===== src/rtl/snd_bus_sequencer.sv =====
// Write sequencer for the shared YM1/YM2/SAA1099 bus: buffers single-cycle host writes in a
// FIFO and replays each with fixed setup, strobe, hold and per-chip recovery timing.
module snd_bus_sequencer #(
    parameter int unsigned FIFO_DEPTH  = 4,
    parameter int unsigned ADDR_SETUP  = 2,
    parameter int unsigned WR_PULSE    = 4,
    parameter int unsigned YM_ADDR_REC = 24,
    parameter int unsigned YM_DATA_REC = 96,
    parameter int unsigned SAA_REC     = 8
) (
    input  logic       clk32,
    input  logic       rst,
    input  logic       req_valid,
    input  logic [1:0] req_target,
    input  logic       req_a0,
    input  logic [7:0] req_data,
    output logic       req_ready,
    output logic       overflow,
    output logic       busy,
    output logic       aa0,
    output logic [7:0] ad_out,
    output logic       ad_oe,
    output logic       n_awr,
    output logic       n_ym1_cs,
    output logic       n_ym2_cs,
    output logic       n_saa_cs
);

    localparam int unsigned PtrW = $clog2(FIFO_DEPTH);
    localparam int unsigned CntW = PtrW + 1;

    typedef enum logic [2:0] {StIdle, StSetup, StStrobe, StHold, StRecover} state_e;

    logic [10:0]     fifo_mem [FIFO_DEPTH];
    logic [PtrW-1:0] wr_ptr;
    logic [PtrW-1:0] rd_ptr;
    logic [CntW-1:0] count;
    logic [CntW-1:0] count_next;
    logic [10:0]     head;
    logic            req_take;
    logic            full;
    logic            push;
    logic            pop;

    state_e     state;
    logic [7:0] phase;
    logic [1:0] cur_target;

    // Phase counter holds (cycles - 1); a zero-length phase still occupies one cycle.
    function automatic logic [7:0] phase_load(input int unsigned n);
        if (n == 0) return 8'd0;
        return 8'(n - 1);
    endfunction

    // Recovery is chosen by the write that just finished, not by the next entry.
    function automatic logic [7:0] rec_load(input logic [1:0] tgt, input logic a0);
        if (tgt == 2'd2) return phase_load(SAA_REC);
        if (a0) return phase_load(YM_DATA_REC);
        return phase_load(YM_ADDR_REC);
    endfunction

    assign full      = (count == CntW'(FIFO_DEPTH));
    assign req_ready = ~full;
    assign head      = fifo_mem[rd_ptr];

    // Full is judged before any same-edge pop, so a pop never makes room for a push.
    always_comb begin
        req_take   = req_valid && (req_target != 2'd3);
        push       = req_take && !full;
        pop        = (count != '0) &&
                     ((state == StIdle) || ((state == StRecover) && (phase == 8'd0)));
        count_next = count + CntW'(push) - CntW'(pop);
    end

    always_ff @(posedge clk32) begin
        if (push) fifo_mem[wr_ptr] <= {req_target, req_a0, req_data};
    end

    always_ff @(posedge clk32 or posedge rst) begin
        if (rst) begin
            state      <= StIdle;
            phase      <= 8'd0;
            cur_target <= 2'd0;
            wr_ptr     <= '0;
            rd_ptr     <= '0;
            count      <= '0;
            overflow   <= 1'b0;
            busy       <= 1'b0;
            aa0        <= 1'b0;
            ad_out     <= 8'h00;
            ad_oe      <= 1'b0;
            n_awr      <= 1'b1;
            n_ym1_cs   <= 1'b1;
            n_ym2_cs   <= 1'b1;
            n_saa_cs   <= 1'b1;
        end else begin
            if (push) wr_ptr <= wr_ptr + PtrW'(1);
            if (pop) rd_ptr <= rd_ptr + PtrW'(1);
            count <= count_next;
            if (req_take && full) overflow <= 1'b1;

            case (state)
                StIdle: begin
                    busy <= (count_next != '0);
                end
                StSetup: begin
                    if (phase == 8'd0) begin
                        state <= StStrobe;
                        phase <= phase_load(WR_PULSE);
                        n_awr <= 1'b0;
                    end else begin
                        phase <= phase - 8'd1;
                    end
                end
                StStrobe: begin
                    if (phase == 8'd0) begin
                        state <= StHold;
                        n_awr <= 1'b1;
                    end else begin
                        phase <= phase - 8'd1;
                    end
                end
                StHold: begin
                    state    <= StRecover;
                    phase    <= rec_load(cur_target, aa0);
                    ad_oe    <= 1'b0;
                    n_ym1_cs <= 1'b1;
                    n_ym2_cs <= 1'b1;
                    n_saa_cs <= 1'b1;
                end
                StRecover: begin
                    if (phase == 8'd0) begin
                        state <= StIdle;
                        busy  <= (count_next != '0);
                    end else begin
                        phase <= phase - 8'd1;
                    end
                end
                default: state <= StIdle;
            endcase

            // A pop from IDLE or the end of RECOVER launches the next write directly.
            if (pop) begin
                state      <= StSetup;
                phase      <= phase_load(ADDR_SETUP);
                cur_target <= head[10:9];
                aa0        <= head[8];
                ad_out     <= head[7:0];
                ad_oe      <= 1'b1;
                n_ym1_cs   <= (head[10:9] != 2'd0);
                n_ym2_cs   <= (head[10:9] != 2'd1);
                n_saa_cs   <= (head[10:9] != 2'd2);
                busy       <= 1'b1;
            end
        end
    end

endmodule


===== config.mk =====
export PLATFORM = sky130hd
export DESIGN_NAME = snd_bus_sequencer
export DESIGN_NICKNAME = d
export VERILOG_FILES = /design/src/rtl/snd_bus_sequencer.sv
export SDC_FILE = /design/constraint.sdc
export NUM_CORES = 1
export LEC_CHECK = 0
export CAP_MARGIN = 30
export CELL_PAD_IN_SITES_DETAIL_PLACEMENT = 1
export CELL_PAD_IN_SITES_GLOBAL_PLACEMENT = 1
export CORE_UTILIZATION = 40
export CTS_CLUSTER_DIAMETER = 120
export CTS_CLUSTER_SIZE = 25
export DETAILED_ROUTE_END_ITERATION = 10
export PLACE_DENSITY_LB_ADDON = 0.25
export SLEW_MARGIN = 20
export SYNTH_ARGS = -nofsm -noshare
export SYNTH_HDL_FRONTEND = slang
export SYNTH_SLANG_ARGS = --single-unit

===== constraint.sdc =====
create_clock -name clk32 -period 8.7 [get_ports clk32]
set_clock_uncertainty 0.15 [all_clocks]
set_input_delay 2.175 -clock clk32 [delete_from_list [all_inputs] [get_ports clk32]]
set_output_delay 2.175 -clock clk32 [all_outputs]
set_load 0.01 [all_outputs]

After elaboration in Yosys (flattened, before gate mapping)
Memories as Yosys holds them, arrays and structs flattened. Cells that the tools add are included. W data, S select, Z words.

Register bits: 36. Bits in writable memories: 44. Bits of input ports: 14. Output and inout bits: 17. Logic and storage cells: 91. Memories: 1.

$add $sub $neg: 5. Equality and inequality tests: 16. Multiplexer cells: 32. Bitwise operators: 1. Reduce and logical (&&, ||, !) cells: 21.

Memory list: fifo_mem (words 4, bits a word 11, read ports 1, clocked after memory_dff 0, wr ports 1, RTL line 34) `logic [10:0] fifo_mem [FIFO_DEPTH];`.

Operator list (number): $mux W8 (7); $pmux W8 S3 (1); $mux W1 (17); $pmux W3 S5 (1); $mux W3 (4); $ne A2 B2 Y1 const B (5); $ne A3 B3 Y1 const B (3); $reduce_bool A3 Y1 (3); $logic_not A8 Y1 (1); $sub A8 B1 Y8 const B (1); $eq A3 B2 Y1 const B (2); $eq A3 B3 Y1 const B (2); $reduce_bool A2 Y1 (3); $logic_and A1 B1 Y1 (5); $add A2 B1 Y2 const B (2); $pmux W1 S2 (2); $reduce_and A2 Y1 (2); $reduce_and A4 Y1 (1); $reduce_bool A4 Y1 (1); $add A3 B1 Y3 (1); $eq A3 B1 Y1 const B (1); $logic_not A3 Y1 (1); $ne A3 B2 Y1 const B (1); $reduce_and A3 Y1 (1); 7 further kinds (7).

Longest topological paths before layout
Depth in word-level cells: 9. Gate-level depth with buffers: 17. Mapped depth without buffers: 15.

Worst setup path after synthesis
Ideal clock, no wire load.

Path type: input -> register. From: in req_valid. To: reg busy. Library setup time: 0.146 ns. Arrival: 4.121 ns. Data required time: 8.404 ns. Slack: 4.283 ns. Cell stages on the path: 12. Path buffers: 0. Path through: a21boi_0 > and2_1 > inv_1 > ha_1 > inv_1 > ha_1 > inv_1 > fa_1 > xnor2_1 > xnor2_1 > nor3_1 > o211ai_1.

Word-level cells in the longest chain between the ends: 8.

RTL lines: start: declaration (RTL line 13) `input logic req_valid,`; $logic_and A1 B1 Y1 * (RTL line 68) `req_take = req_valid && (req_target != 2'd3);`; $logic_and A1 B1 Y1 * (RTL line 69) `push = req_take && !full;`; $add A3 B1 Y3 * (RTL line 72) `count_next = count + CntW'(push) - CntW'(pop);`; $sub A3 B1 Y3 * (RTL line 72); via count_next[2] (RTL line 38) `logic [CntW-1:0] count_next;`; $reduce_bool A3 Y1 * (RTL line 104, 134); $mux W1 (RTL line 132) `if (phase == 8'd0) begin`; $pmux W1 S2 * (RTL line 102) `case (state)`; $mux W1 * (RTL line 143) `if (pop) begin`; end signal: assignment (RTL line 104) `busy <= (count_next != '0);`; end signal: assignment (RTL line 134) `busy <= (count_next != '0);`; end: declaration (RTL line 19) `output logic busy,`.

The timed path passes the listed nets; every way through them passes the cells marked *. The select of a mux whose other input is x is not followed. A chain may end at the register's enable or synchronous reset.

Worst setup path after layout
From: in req_target[0]. To: reg busy.

Word-level cells in the longest chain between the ends: 9.

RTL lines: start: declaration (RTL line 14) `input logic [1:0] req_target,`; $ne A2 B2 Y1 * (RTL line 68); $logic_and A1 B1 Y1 * (RTL line 68); $logic_and A1 B1 Y1 * (RTL line 69); $add A3 B1 Y3 * (RTL line 72); $sub A3 B1 Y3 * (RTL line 72); via count_next[2] (RTL line 38); $reduce_bool A3 Y1 * (RTL line 104, 134); $mux W1 (RTL line 132); $pmux W1 S2 * (RTL line 102); $mux W1 * (RTL line 143).

Marks and branches as above.

==> impl_results.md <==
- CTS Buf Count: 9
- Hpwl dp: 4809 microns
- Pin count of the biggest net entering global routing: 37
- Worst slew pin tran: approximately 0.77 ns
- Layout cell share with drive strength beyond 1: ~15%
- Synth Instances: roughly 250
- Routed Wire Length: approximately 6900 microns
- Syn Area/Cell: 13.89 sq um
- Reg2reg setup slack: approximately 4.7 ns
- Endpoint class of the critical path: flip-flop
- R2R cell count: 15
- Die W: 95.37 microns
- Max IR drop VDD: between 0.1 and 0.15 mV
- Initial antenna violation count: 0
- Top cell type by total area after synthesis: edfxtp_1
- Core footprint: ~0.0083 sq mm
- Crit path max fanout: 6
- Residual DRC: 0
- Most frequent cells in the layout: edfxtp_1 (44), nand2_1 (37), dfrtp_1 (32)
- H-tree depth: 3
- End point of the worst hold path: ad_oe$_DFFE_PP0P_
- Final TNS setup: 0 ns
- CP Launch Type: input port
- Placement Setup Slack: around 3.5 ns
- Site Rows: 33
- Clock slew at reported path FFs: roughly 0.09 ns
- Syn Nets: approximately 270
- Final setup margin: slightly below 4 ns
- Status: finished, final reports clean
- GP Congestion: around 0.77
- Non-Filler Instances: between 300 and 400
- Syn Std Cell Area: 0.003487 sq mm
- Post-synthesis sequential area ratio: 63.87%
- Via-per-instance ratio: around 5.2
- Hold Crit Class: reg -> reg
- Hold Violations, Final: 0
- Total of max-cap violations: 0
- Share of the synthesized area in the top cell type: 37.89%
- FF-to-FF End: busy$_DFFE_PP0P_
- Die Ht: 95.37 microns
- Min Tclk post-route: ~4.8 ns
- Area contributors post-synth: edfxtp_1 (38%), dfrtp_1 (23%), mux4_2 (7.1%), nand2_1 (4.0%), dfstp_2 (3.0%)
- Leakage: roughly 1.6 nW
- Pwr dens: 355.7 mW/mm^2
- Critical Path AT: a little under 5 ns
- Number of cells on the worst hold path: 2
- Total grt overflow: 0
- Async SR Flop Fraction: between 40% and 50%
- Number of fill cells in the layout: 839
- First-pass GRT wire length: approximately 11000 microns
- Drt pass-1 iters: 4
- Vias in the first global route: roughly 2200
- Max Slew Vio Count: 0
- Post-synth cell types: 48
- Initial core utilization: 41.81%
- EDFF count, synth: 44
- FF-to-FF Start: phase[0]$_DFFE_PP0P_
- Worst setup path category: in -> reg
- Area of the die: 0.009095 sq mm
- Buffers added on ports: 30
- Area grow syn2layout: 16.65%
- Final Cycle Share: a little under three fifths
- # Post-CTS Setup Buffers: 0
- Max Root-Sink Buffers: 2
- GRT Total Usage: 17.32%
- Relative slew margins: ~49%
- Antenna diode count: 0
- Placed insts: between 300 and 400
- DR WL/cell: ~17 microns
- RSZ-0062 raised after global routing: no
- Vias after detailed routing: around 2000
- Worst hold start: ad_oe$_DFFE_PP0P_
- Worst skew pair latency: 0.35 ns
- Boundary pin count: 31
- Initial DRC count: between 100 and 150
- CTS resizes: 0
- WP data required: between 8 and 9 ns
- Syn. warnings: 0
- Setup Viol. Count Final: 0
- Crit path from: req_target[0]
- CTS Root Cell: clkbuf_8
- Commonest non-fill, non-tap cell in the layout: edfxtp_1
- Total Power: around 1.4 mW
- Final #Nets: between 300 and 400
- TritonCTS clock tree: built
- Hold_buf cts: 0
- Routed Antenna Nets: 0
- Post-synth top flop: edfxtp_1
- Clock sinks: 80
- Synth Register Bits: 80
- Peak Freq: about 210 MHz
==> sequential cells by signal (all words and copies together) (netlist names), 2 cells and up <==
name	flops
state	3
cur_target	2
rd_ptr	2
fifo_mem	44
phase	8
wr_ptr	2
ad_out	8
count	3
==> cell usage after synthesis, types with 2 or more instances <==
library cell	n
inv_1	14
o22ai_1	2
mux4_2	11
xnor2_1	6
nor2b_1	2
ha_1	8
dfrtp_1	32
and2_1	2
o211ai_1	2
nand2_1	37
nor3_1	7
a21oi_1	7
nand2b_1	4
or3_1	4
a211oi_1	3
buf_6	2
edfxtp_1	44
o2bb2ai_1	2
clkbuf_4	2
dfstp_2	4
nor2_1	11
a22o_1	2
o21ai_0	8
buf_4	2
clkbuf_1	3
o31ai_1	2
a31oi_1	3
and3_1	4
a211o_1	2
==> where the power goes <==
part / internal [mW] / switching [mW] / total, mW
Combinational: 0.258 / 0.283 / 0.541
Clock: 0.136 / 0.146 / 0.282
Sequential: 0.517 / 0.107 / 0.624
Total: 0.911 / 0.536 / 1.45
==> metrics by stage <==
stage | area [sq um] | hold WS, ns | util, %
4_1_cts | 4068 | 0.3394 | 48.77
2_1_floorplan | 3487 | 0.2929 | -
3_5_place_dp | 3862 | 0.3175 | 46.31
3_3_place_gp | 3862 | 0.3107 | 46.31
6_report | 4068 | 0.3344 | 48.77
5_1_grt | 4068 | 0.3695 | 48.77
==> worst max-delay path by stage <==
stage,endpoint,slack (ns),cells past startpoint
finish,busy$_DFFE_PP0P_,3.89,13
global placement,busy$_DFFE_PP0P_,3.59,13
floorplan,busy$_DFFE_PP0P_,4.28,12
global route,busy$_DFFE_PP0P_,3.67,13
detailed placement,busy$_DFFE_PP0P_,3.51,13
CTS,busy$_DFFE_PP0P_,3.90,13
==> logic make-up (layout without fill, tap and decap cells) <==
logic type               count (synthesis)  after routing  share of synthesized area [%]
AO/OA/AOI/OAI                           42             42                          9.114
adder cells (fa/ha/maj)                  9              9                          3.445
AND/OR/NAND/NOR                         77             77                          10.94
XOR/XNOR                                 7              7                          1.758
buffers and inverters                   24             62                          3.480
flip-flops                              80             80                          63.87
multiplexers                            12             12                          7.392
==> metal layers <==
metal | track usage [%] | vias up | routed length (microns)
met2 | 29.76 | 24 | 3477
met5 | 0 | - | 0
met1 | 21.03 | 1018 | 3108
met4 | 6.343 | 0 | 102
li1 | - | 981 | -
met3 | 4.386 | 8 | 177
==> critical path: stages <==
cell             delay (ns)
clkdlybuf4s50_1        0.47
a21boi_0               0.45
and2_1                 0.28
inv_1                  0.07
ha_1                   0.28
inv_1                  0.06
ha_1                   0.13
inv_1                  0.05
fa_1                   0.37
xnor2_1                0.14
xnor2_1                0.15
nor3_1                 0.15
o211ai_1               0.10
==> final cells by class <==
cell class	count	area (sq um)	share of cell area [%]
clock buffer	9	123.9	3.045
timing repair buffer	31	307.8	7.567
sequential	80	2227	54.75
multi-input combinational	147	1139	27.99
clock inverter	7	81.33	1.999
inverter	15	57.56	1.415
tap	105	131.4	3.230
Note: power is estimated with default switching activity, not from simulation.
